## src/rtl/instr_fetch_unit_if.sv

```systemverilog
// instr_fetch_unit_if
// Bundles the control-unit handshake, instruction-memory bus and decoded-field
// outputs of the fetch stage.
//   slave  : fetch-unit side (takes control/imem inputs, drives PC/IR/decode)
//   master : control-unit / memory / test side (the mirror image)
interface instr_fetch_unit_if;
    logic        MemReadI;
    logic        IRWrite;
    logic        PCWrite;
    logic [1:0]  PCSrc;
    logic [31:0] alu_result;
    logic [31:0] branch_target;
    logic [31:0] imem_rdata;
    logic        imem_valid;
    logic        imem_req;
    logic [31:0] imem_addr;
    logic [31:0] pc;
    logic [31:0] instr;
    logic [5:0]  opcode;
    logic [5:0]  funct;
    logic [4:0]  rs;
    logic [4:0]  rt;
    logic [4:0]  rd;
    logic [4:0]  shamt;
    logic [31:0] imm_sext;
    logic        fetch_busy;
    logic        fetch_err;

    modport slave (
        input  MemReadI, IRWrite, PCWrite, PCSrc, alu_result, branch_target,
               imem_rdata, imem_valid,
        output imem_req, imem_addr, pc, instr, opcode, funct, rs, rt, rd, shamt,
               imm_sext, fetch_busy, fetch_err
    );

    modport master (
        output MemReadI, IRWrite, PCWrite, PCSrc, alu_result, branch_target,
               imem_rdata, imem_valid,
        input  imem_req, imem_addr, pc, instr, opcode, funct, rs, rt, rd, shamt,
               imm_sext, fetch_busy, fetch_err
    );
endinterface

```

## src/rtl/instr_fetch_unit.sv

```systemverilog
// instr_fetch_unit
// Fetch stage of the multi-cycle MIPS datapath. Owns PC and IR, issues
// instruction-memory reads on MemReadI&IRWrite, waits up to MAX_WAIT cycles for
// imem_valid, and applies PCWrite/PCSrc updates.
// Ports:
//   clk    : rising-edge clock
//   reset  : synchronous active-high reset
//   io_bus : instr_fetch_unit_if.slave (control inputs, imem bus, PC/IR/decode)
module instr_fetch_unit #(
    parameter logic [31:0] RESET_PC = 32'h0000_0000,
    parameter int unsigned MAX_WAIT = 16
) (
    input  logic                  clk,
    input  logic                  reset,
    instr_fetch_unit_if.slave     io_bus
);
    typedef enum logic [0:0] {IDLE, WAIT} state_t;

    state_t      r_state;
    logic [31:0] r_pc;
    logic [31:0] r_instr;
    logic [31:0] r_req_addr;
    logic [7:0]  r_wait_cnt;
    logic        r_fetch_err;

    logic        w_start;
    logic        w_idle;
    logic [31:0] w_next_pc;
    logic        w_pc_upd;
    logic        w_misalign;

    assign w_start = io_bus.MemReadI & io_bus.IRWrite;
    assign w_idle  = (r_state == IDLE);

    always_comb begin
        w_next_pc = r_pc;
        case (io_bus.PCSrc)
            2'b00:   w_next_pc = {r_pc[31:28], r_instr[25:0], 2'b00};
            2'b01:   w_next_pc = io_bus.alu_result;
            2'b10:   w_next_pc = io_bus.branch_target;
            default: w_next_pc = r_pc;
        endcase
    end

    assign w_pc_upd   = io_bus.PCWrite & (io_bus.PCSrc != 2'b11);
    assign w_misalign = (w_next_pc[1:0] != 2'b00);

    always_ff @(posedge clk) begin
        if (reset) begin
            r_state     <= IDLE;
            r_pc        <= RESET_PC;
            r_instr     <= 32'h0000_0000;
            r_req_addr  <= 32'h0000_0000;
            r_wait_cnt  <= 8'd0;
            r_fetch_err <= 1'b0;
        end else begin
            case (r_state)
                IDLE: begin
                    if (w_start) begin
                        if (io_bus.imem_valid) begin
                            r_instr <= io_bus.imem_rdata;
                        end else begin
                            // Latch the pre-update PC so a concurrent PCWrite
                            // cannot move the outstanding fetch.
                            r_req_addr <= r_pc;
                            r_wait_cnt <= 8'd1;
                            r_state    <= WAIT;
                        end
                    end
                end
                WAIT: begin
                    if (io_bus.imem_valid) begin
                        r_instr    <= io_bus.imem_rdata;
                        r_wait_cnt <= 8'd0;
                        r_state    <= IDLE;
                    end else if (r_wait_cnt == 8'(MAX_WAIT - 1)) begin
                        // Timed out: retire a NOP and flag the error.
                        r_instr     <= 32'h0000_0000;
                        r_fetch_err <= 1'b1;
                        r_wait_cnt  <= 8'd0;
                        r_state     <= IDLE;
                    end else begin
                        r_wait_cnt <= r_wait_cnt + 8'd1;
                    end
                end
                default: r_state <= IDLE;
            endcase

            if (w_pc_upd) begin
                r_pc <= {w_next_pc[31:2], 2'b00};
                if (w_misalign) begin
                    r_fetch_err <= 1'b1;
                end
            end
        end
    end

    assign io_bus.imem_req   = w_idle ? w_start : 1'b1;
    assign io_bus.imem_addr  = w_idle ? r_pc : r_req_addr;
    assign io_bus.fetch_busy = ~w_idle | (w_start & ~io_bus.imem_valid);
    assign io_bus.fetch_err  = r_fetch_err;
    assign io_bus.pc         = r_pc;
    assign io_bus.instr      = r_instr;
    assign io_bus.opcode     = r_instr[31:26];
    assign io_bus.rs         = r_instr[25:21];
    assign io_bus.rt         = r_instr[20:16];
    assign io_bus.rd         = r_instr[15:11];
    assign io_bus.shamt      = r_instr[10:6];
    assign io_bus.funct      = r_instr[5:0];
    assign io_bus.imm_sext   = {{16{r_instr[15]}}, r_instr[15:0]};
endmodule

```

## src/flat_wrapper.sv

```systemverilog
// flat-port wrapper written by rule: the top's interface ports become plain ports
module instr_fetch_unit_flat 
#(
    parameter logic [31:0] RESET_PC = 32'h0000_0000,
    parameter int unsigned MAX_WAIT = 16
)
  (clk, reset, io_bus_MemReadI, io_bus_IRWrite, io_bus_PCWrite, io_bus_PCSrc, io_bus_alu_result, io_bus_branch_target, io_bus_imem_rdata, io_bus_imem_valid, io_bus_imem_req, io_bus_imem_addr, io_bus_pc, io_bus_instr, io_bus_opcode, io_bus_funct, io_bus_rs, io_bus_rt, io_bus_rd, io_bus_shamt, io_bus_imm_sext, io_bus_fetch_busy, io_bus_fetch_err);
  instr_fetch_unit_if io_bus_i ();
  input  logic clk;
  input  logic reset;
  input wire logic [$bits(io_bus_i.MemReadI)-1:0] io_bus_MemReadI;
  input wire logic [$bits(io_bus_i.IRWrite)-1:0] io_bus_IRWrite;
  input wire logic [$bits(io_bus_i.PCWrite)-1:0] io_bus_PCWrite;
  input wire logic [$bits(io_bus_i.PCSrc)-1:0] io_bus_PCSrc;
  input wire logic [$bits(io_bus_i.alu_result)-1:0] io_bus_alu_result;
  input wire logic [$bits(io_bus_i.branch_target)-1:0] io_bus_branch_target;
  input wire logic [$bits(io_bus_i.imem_rdata)-1:0] io_bus_imem_rdata;
  input wire logic [$bits(io_bus_i.imem_valid)-1:0] io_bus_imem_valid;
  output wire logic [$bits(io_bus_i.imem_req)-1:0] io_bus_imem_req;
  output wire logic [$bits(io_bus_i.imem_addr)-1:0] io_bus_imem_addr;
  output wire logic [$bits(io_bus_i.pc)-1:0] io_bus_pc;
  output wire logic [$bits(io_bus_i.instr)-1:0] io_bus_instr;
  output wire logic [$bits(io_bus_i.opcode)-1:0] io_bus_opcode;
  output wire logic [$bits(io_bus_i.funct)-1:0] io_bus_funct;
  output wire logic [$bits(io_bus_i.rs)-1:0] io_bus_rs;
  output wire logic [$bits(io_bus_i.rt)-1:0] io_bus_rt;
  output wire logic [$bits(io_bus_i.rd)-1:0] io_bus_rd;
  output wire logic [$bits(io_bus_i.shamt)-1:0] io_bus_shamt;
  output wire logic [$bits(io_bus_i.imm_sext)-1:0] io_bus_imm_sext;
  output wire logic [$bits(io_bus_i.fetch_busy)-1:0] io_bus_fetch_busy;
  output wire logic [$bits(io_bus_i.fetch_err)-1:0] io_bus_fetch_err;
  assign io_bus_i.MemReadI = io_bus_MemReadI;
  assign io_bus_i.IRWrite = io_bus_IRWrite;
  assign io_bus_i.PCWrite = io_bus_PCWrite;
  assign io_bus_i.PCSrc = io_bus_PCSrc;
  assign io_bus_i.alu_result = io_bus_alu_result;
  assign io_bus_i.branch_target = io_bus_branch_target;
  assign io_bus_i.imem_rdata = io_bus_imem_rdata;
  assign io_bus_i.imem_valid = io_bus_imem_valid;
  assign io_bus_imem_req = io_bus_i.imem_req;
  assign io_bus_imem_addr = io_bus_i.imem_addr;
  assign io_bus_pc = io_bus_i.pc;
  assign io_bus_instr = io_bus_i.instr;
  assign io_bus_opcode = io_bus_i.opcode;
  assign io_bus_funct = io_bus_i.funct;
  assign io_bus_rs = io_bus_i.rs;
  assign io_bus_rt = io_bus_i.rt;
  assign io_bus_rd = io_bus_i.rd;
  assign io_bus_shamt = io_bus_i.shamt;
  assign io_bus_imm_sext = io_bus_i.imm_sext;
  assign io_bus_fetch_busy = io_bus_i.fetch_busy;
  assign io_bus_fetch_err = io_bus_i.fetch_err;
  instr_fetch_unit #(.RESET_PC(RESET_PC), .MAX_WAIT(MAX_WAIT)) u_core (.clk(clk), .reset(reset), .io_bus(io_bus_i));
endmodule
```

## config.mk

```make
export PLATFORM = sky130hd
export DESIGN_NAME = instr_fetch_unit_flat
export DESIGN_NICKNAME = d
export VERILOG_FILES = /design/src/rtl/instr_fetch_unit_if.sv /design/src/rtl/instr_fetch_unit.sv /design/src/flat_wrapper.sv
export SDC_FILE = /design/constraint.sdc
export NUM_CORES = 1
export LEC_CHECK = 0
export CORE_MARGIN = 1.5
export CORE_UTILIZATION = 35
export CTS_BUF_LIST = sky130_fd_sc_hd__clkbuf_16
export DETAILED_ROUTE_END_ITERATION = 8
export PLACE_DENSITY = 0.72
export SETUP_SLACK_MARGIN = 0.3
export SLEW_MARGIN = 20
export SYNTH_ARGS = -nofsm -noshare
export SYNTH_HDL_FRONTEND = slang
export SYNTH_SLANG_ARGS = --single-unit
export TNS_END_PERCENT = 1
```

## constraint.sdc

```tcl
create_clock -name clk -period 1.98 [get_ports clk]
set_clock_uncertainty 0.15 [all_clocks]
set_input_delay 0.297 -clock clk [delete_from_list [all_inputs] [get_ports clk]]
set_output_delay 0.297 -clock clk [all_outputs]
set_load 0.005 [all_outputs]
```

After elaboration in Yosys (flattened, before gate mapping)
Cells that the tools add are included.

Bits in registers: 102.

$add $sub $neg: 1. Eq/ne operators: 8. Muxes and demuxes: 23. Bitwise logic cells: 7. Reductions and logical operators: 9.

Operators with widths (count): two-way mux 32 bit (5); one-hot mux 32 bit (3 select lines) (1); one-hot mux 32 bit (2 select lines) (1); two-way mux 8 bit (4); one-hot mux 8 bit (2 select lines) (1); two-way mux 1 bit (10); AND reduction 3 bit (3); adder 8 x 1 -> 8 bit (second input constant) (1); equality test 8 x 4 -> 1 bit (second input constant) (1); != test 2 bit (second input constant) (3); AND reduction 2 bit (2); nonzero test 2 bit (2); AND 1 bit (3); != test 3 bit (second input constant) (1); inverter 1 bit (3); nonzero test 3 bit (1); equality test 2 x 1 -> 1 bit (second input constant) (1); equality test 2 bit (second input constant) (1); logical NOT 2 bit (1); != test 2 x 1 -> 1 bit (second input constant) (1); one-hot mux 1 bit (2 select lines) (1); bitwise OR 1 bit (1).

Logic depth before layout (Yosys ltp)
Depth in word-level cells: 6. Mapped depth: 7.

Worst setup path before layout
No wires, ideal clock.

Path kind: reg-to-reg. Start point: register u_core.r_wait_cnt[0]. End point: register u_core.r_instr[15] (netlist: u_core.io_bus.instr[15]). Data arrival time: 1.490 ns. Setup slack: 0.279 ns. Cell stages (with the launch flop): 7. Path buffers: 1. Period minus slack after synthesis: 1.701 ns. Path through: dfxtp_1 > ha_1 > and4b_4 > a311o_2 > o21ai_4 > buf_6 > a22o_1.

Longest elaborated chain between the ends: 3.

Ends and longest elaborated chain: from (decl) (RTL line instr_fetch_unit.sv:23) `logic [7:0] r_wait_cnt;`; from (signal assigned) (RTL line instr_fetch_unit.sv:83) `r_wait_cnt <= r_wait_cnt + 8'd1;`; equality test 8 x 4 -> 1 bit (RTL line instr_fetch_unit.sv:76) `end else if (r_wait_cnt == 8'(MAX_WAIT - 1)) begin`; != test 3 bit (no line); AND reduction 3 bit (no line); to (signal assigned) (RTL line instr_fetch_unit.sv:61) `r_instr <= io_bus.imem_rdata;`; to (signal assigned) (RTL line instr_fetch_unit.sv:73) `r_instr <= io_bus.imem_rdata;`; to (decl) (RTL line instr_fetch_unit.sv:21) `logic [31:0] r_instr;`.

No other way between the ends. A chain may end at the register's enable or synchronous reset.

Final worst setup path
Start point: register u_core.r_state. End point: output io_bus_imem_addr[9].

Longest elaborated chain between the ends: 1.

Ends and longest elaborated chain: from (decl) (RTL line instr_fetch_unit.sv:19) `state_t r_state;`; from (signal assigned) (RTL line instr_fetch_unit.sv:50) `r_state <= IDLE;`; from (signal assigned) (RTL line instr_fetch_unit.sv:67) `r_state <= WAIT;`; from (signal assigned) (RTL line instr_fetch_unit.sv:75) `r_state <= IDLE;`; two-way mux 32 bit (RTL line instr_fetch_unit.sv:99) `assign io_bus.imem_addr = w_idle ? r_pc : r_req_addr;`; to (decl) (RTL line flat_wrapper.sv:20) `output wire logic [$bits(io_bus_i.imem_addr)-1:0] io_bus_imem_addr;`.

No other way between the ends.

==> results_tabular.tex <==
\begin{tabular}{lr}
\hline
Metric & Value \\
\hline
\multicolumn{2}{l}{\textbf{CTS}} \\
Cts bufs inserted & 9 \\
Clock tree buffer depth & 2 \\
Cell chosen for the clock root & sky130\_fd\_sc\_hd\_\_clkbuf\_16 \\
Level count of the clock H-tree & 3 \\
Count of hold-fix buffers inserted at cts & 0 \\
Clock transition at the register clock pins on the worst setup and hold paths after CTS & roughly 70 ps \\
Clock tree from TritonCTS & built \\
Clock insertion delay at the later pin of the skew report & $\sim$340 ps \\
Clock Sinks & about 100 \\
\multicolumn{2}{l}{\textbf{Power and ir drop}} \\
Switching power summed over all nets & about 1.3 mW \\
P per Cell Area & 605.1 nW/um\^{}2 \\
Part of the total power dissipated in sequential elements & $\sim$45\% \\
Peak VDD IR & approximately 0.00038 V \\
Leakage power figure & 4.807 nW \\
Total Power & 5.038 mW \\
Internal power & between 3 and 4 mW \\
Combinational Power Share & $\sim$22\% \\
Clk network pwr share & 33.4\% \\
Switching fraction of total power & a little over a quarter \\
\multicolumn{2}{l}{\textbf{Place}} \\
Placed instance count & 885 \\
IO buf count & about 260 \\
Area of placed instances & 7307 um\^{}2 \\
Worst setup slack after placement & -235.3 ps \\
RePlAce Congestion & 0.8687 \\
DP Wirelength & $\sim$12 mm \\
\multicolumn{2}{l}{\textbf{Die}} \\
Standard-cell row count & 42 \\
I/O pin count & between 200 and 300 \\
Chip height & roughly 120 um \\
Core region area & $\sim$13000 um\^{}2 \\
Width of the die & between 100 and 150 um \\
Die Outline Area & roughly 14000 um\^{}2 \\
Effective utilization at floorplan & a little over a third \\
\multicolumn{2}{l}{\textbf{Synthesis}} \\
Leading cell types by count after synthesis & 102 x sky130\_fd\_sc\_hd\_\_dfxtp\_1, 69 x sky130\_fd\_sc\_hd\_\_nand2\_1, 68 x sky130\_fd\_sc\_hd\_\_buf\_4 \\
Post-synthesis instance total & $\sim$520 \\
Sequential share of the synthesized area & 42.62\% \\
Main flop type after synthesis & sky130\_fd\_sc\_hd\_\_dfxtp\_1 \\
Number of flops mapped to enable cells by yosys & 0 \\
Leading area contributor after synthesis & sky130\_fd\_sc\_hd\_\_dfxtp\_1 \\
Share of async-settable or async-resettable flops after synthesis & 0\% \\
Cell area after technology mapping & between 4000 and 5000 um\^{}2 \\
Cell with the most instances after synthesis & sky130\_fd\_sc\_hd\_\_dfxtp\_1 \\
Syn. warnings & 0 \\
Fraction of post-synthesis cell area in the top cell type by area & a little over two fifths \\
Number of different library cells in the post-synthesis netlist & 40 \\
Synth Area per Inst & 9.143 um\^{}2 \\
Number of storage elements in the synthesis netlist & between 100 and 150 \\
Area contributors post-synth & sky130\_fd\_sc\_hd\_\_dfxtp\_1 43\%, sky130\_fd\_sc\_hd\_\_buf\_4 11\%, sky130\_fd\_sc\_hd\_\_mux2\_2 7.1\%, sky130\_fd\_sc\_hd\_\_a22o\_1 5.9\%, sky130\_fd\_sc\_hd\_\_a222oi\_1 5.4\% \\
\multicolumn{2}{l}{\textbf{STA}} \\
Ratio of final minimum period to clock period & between 90 and 100\% \\
Final setup viols & 0 \\
Setup TNS & 0 ps \\
Slew Limit Fails & 0 \\
Final critical delay including setup and external delays & approximately 2000 ps \\
Unrepaired setup endpoints after global routing & true \\
Maximum operating frequency & between 500 and 600 MHz \\
Worst hold slack after final layout & between 100 and 150 ps \\
Final worst slack & a little under 30 ps \\
Total count of hold-check failures in the final report & 0 \\
\multicolumn{2}{l}{\textbf{Cells and area}} \\
Post-layout utilization of the core & between 60\% and 70\% \\
Final standard cell area without fillers & roughly 8300 um\^{}2 \\
P\&R area growth vs syn & 73.78\% \\
Antenna diode count & 0 \\
Layout cells sized above 1 & 26.67\% \\
Number of nets in the layout & 839 \\
Count of non-filler cells in the finished layout & $\sim$910 \\
\multicolumn{2}{l}{\textbf{Worst setup path}} \\
Critical path endpoint category & output pin \\
Worst flop-to-flop path startpoint & u\_core.r\_state\$\_SDFF\_PP0\_ \\
Crit Path Max Fanout & 5 \\
Worst-case reg-to-reg path depth & 7 \\
Crit path required time & 1530 ps \\
Data arrival time at the worst-slack endpoint & 1500 ps \\
Worst Setup Path Type & reg2out \\
Worst setup path start & u\_core.r\_state\$\_SDFF\_PP0\_ \\
CP startpoint kind & flip-flop \\
\multicolumn{2}{l}{\textbf{Hold path}} \\
Start point of the worst hold path & reset \\
Kind of path behind the tightest hold check & in2reg \\
Worst Hold Path Cells & 2 \\
\multicolumn{2}{l}{\textbf{Route}} \\
Number of nets with antenna violations after routing & 0 \\
Residual DRC & 0 \\
DRT iter0 DRCs & 533 \\
Average wire per standard cell & between 15 and 20 um \\
Number of search-and-repair iterations in the first detailed-routing pass & 9 \\
Vias & roughly 4800 \\
Total routed wirelength & 16.92 mm \\
Vias per Instance & approximately 5.2 \\
\multicolumn{2}{l}{\textbf{GRT}} \\
Largest net degree at the start of global routing & between 50 and 60 \\
Wire length of the first global-routing pass & roughly 25 mm \\
Total Routing Usage GR & between 20\% and 30\% \\
Vias in the first global route & $\sim$4600 \\
Grt total ovfl & 0 \\
Number of antenna violations at the first check in global routing & 0 \\
\multicolumn{2}{l}{\textbf{Outcome}} \\
Result of the run & finished, final reports clean \\
\multicolumn{2}{l}{\textbf{Run}} \\
Max-cap check violation count & 0 \\
\hline
\end{tabular}
critical path, cell delays in order (launching register included):
cell	delay, ps
sky130_fd_sc_hd__dfxtp_4	370
sky130_fd_sc_hd__buf_12	130
sky130_fd_sc_hd__buf_12	120
sky130_fd_sc_hd__buf_16	130
sky130_fd_sc_hd__mux2_4	300
sky130_fd_sc_hd__buf_6	120
power groups by stage:
stage	sequential (mW)	clock, mW	combinational [mW]
after floorplan	2.28	0	0.437
after global placement	2.31	0	1.06
after detailed placement	2.31	0	1.08
after CTS	2.27	1.72	1.11
after global routing	2.27	1.81	1.17
final	2.25	1.68	1.10
area by class of cell:
cell class,instances,area [um^2]
clock inverter,7,58.81
clock buffer,9,225.2
tap,176,220.2
inverter,4,15.01
fill,1064,4970
sequential,102,2211
multi-input combinational,312,2203
timing repair buffer,301,3392
final timing paths:
| path | to | slack, ps |
|---|---|---|
| worst max register to register | u_core.io_bus.instr[6]$_SDFFE_PP0P_ | 140 |
| worst min-delay path | u_core.r_wait_cnt[5]$_SDFFE_PP0P_ | 120 |
| worst max-delay path | io_bus_imem_addr[9] | 30 |
| worst min register to register | u_core.r_req_addr[22]$_SDFFE_PP0P_ | 310 |
flip-flops by register name (all words and copies together) (netlist names):
signal / cells
u_core.r_state: 1
u_core.io_bus.instr: 32
u_core.r_wait_cnt: 8
u_core.io_bus.fetch_err: 1
u_core.r_req_addr: 30
u_core.io_bus.pc: 30
metal layers:
metal	vias up	track usage [%]	wire (um)
met5	-	0	0
met4	0	8.036	451
met3	32	5.418	1174
met2	204	37.29	8475
met1	2265	27.32	6820
li1	2249	-	-
what timing repair did:
| action | CTS | global route |
|---|---|---|
| gates resized for setup | 119 | 263 |
| cloned | 3 | 0 |
| buffers inserted | 7 | 0 |
| pin swaps | 2 | 38 |
| setup endpoints to repair | 209 | 227 |
kinds of logic after synthesis:
group	Yosys count	share of synthesized area, %
fa+ha+maj	5	1.306
mux	30	7.051
compound gates	144	22.72
simple gates	129	11.49
buf+inv	113	14.73
other cells	1	0.07827
flops	102	42.62
cells in the final DEF (no fill, tap or decap), drive strengths merged, types with 3 or more instances in the layout:
cell type      count
a22oi              5
a211oi            30
a222oi            26
nand3              5
nand2b             3
nand2             69
a22o              32
clkinv             3
nor2              38
conb               4
dfxtp            102
a21oi             38
mux2              30
buf               61
clkdlybuf4s50    118
o21ai              7
inv                6
dlymetal6s2s     110
clkbuf            20
ha                 5
nor3               3
No activity file was read; power rests on OpenSTA's default activity.
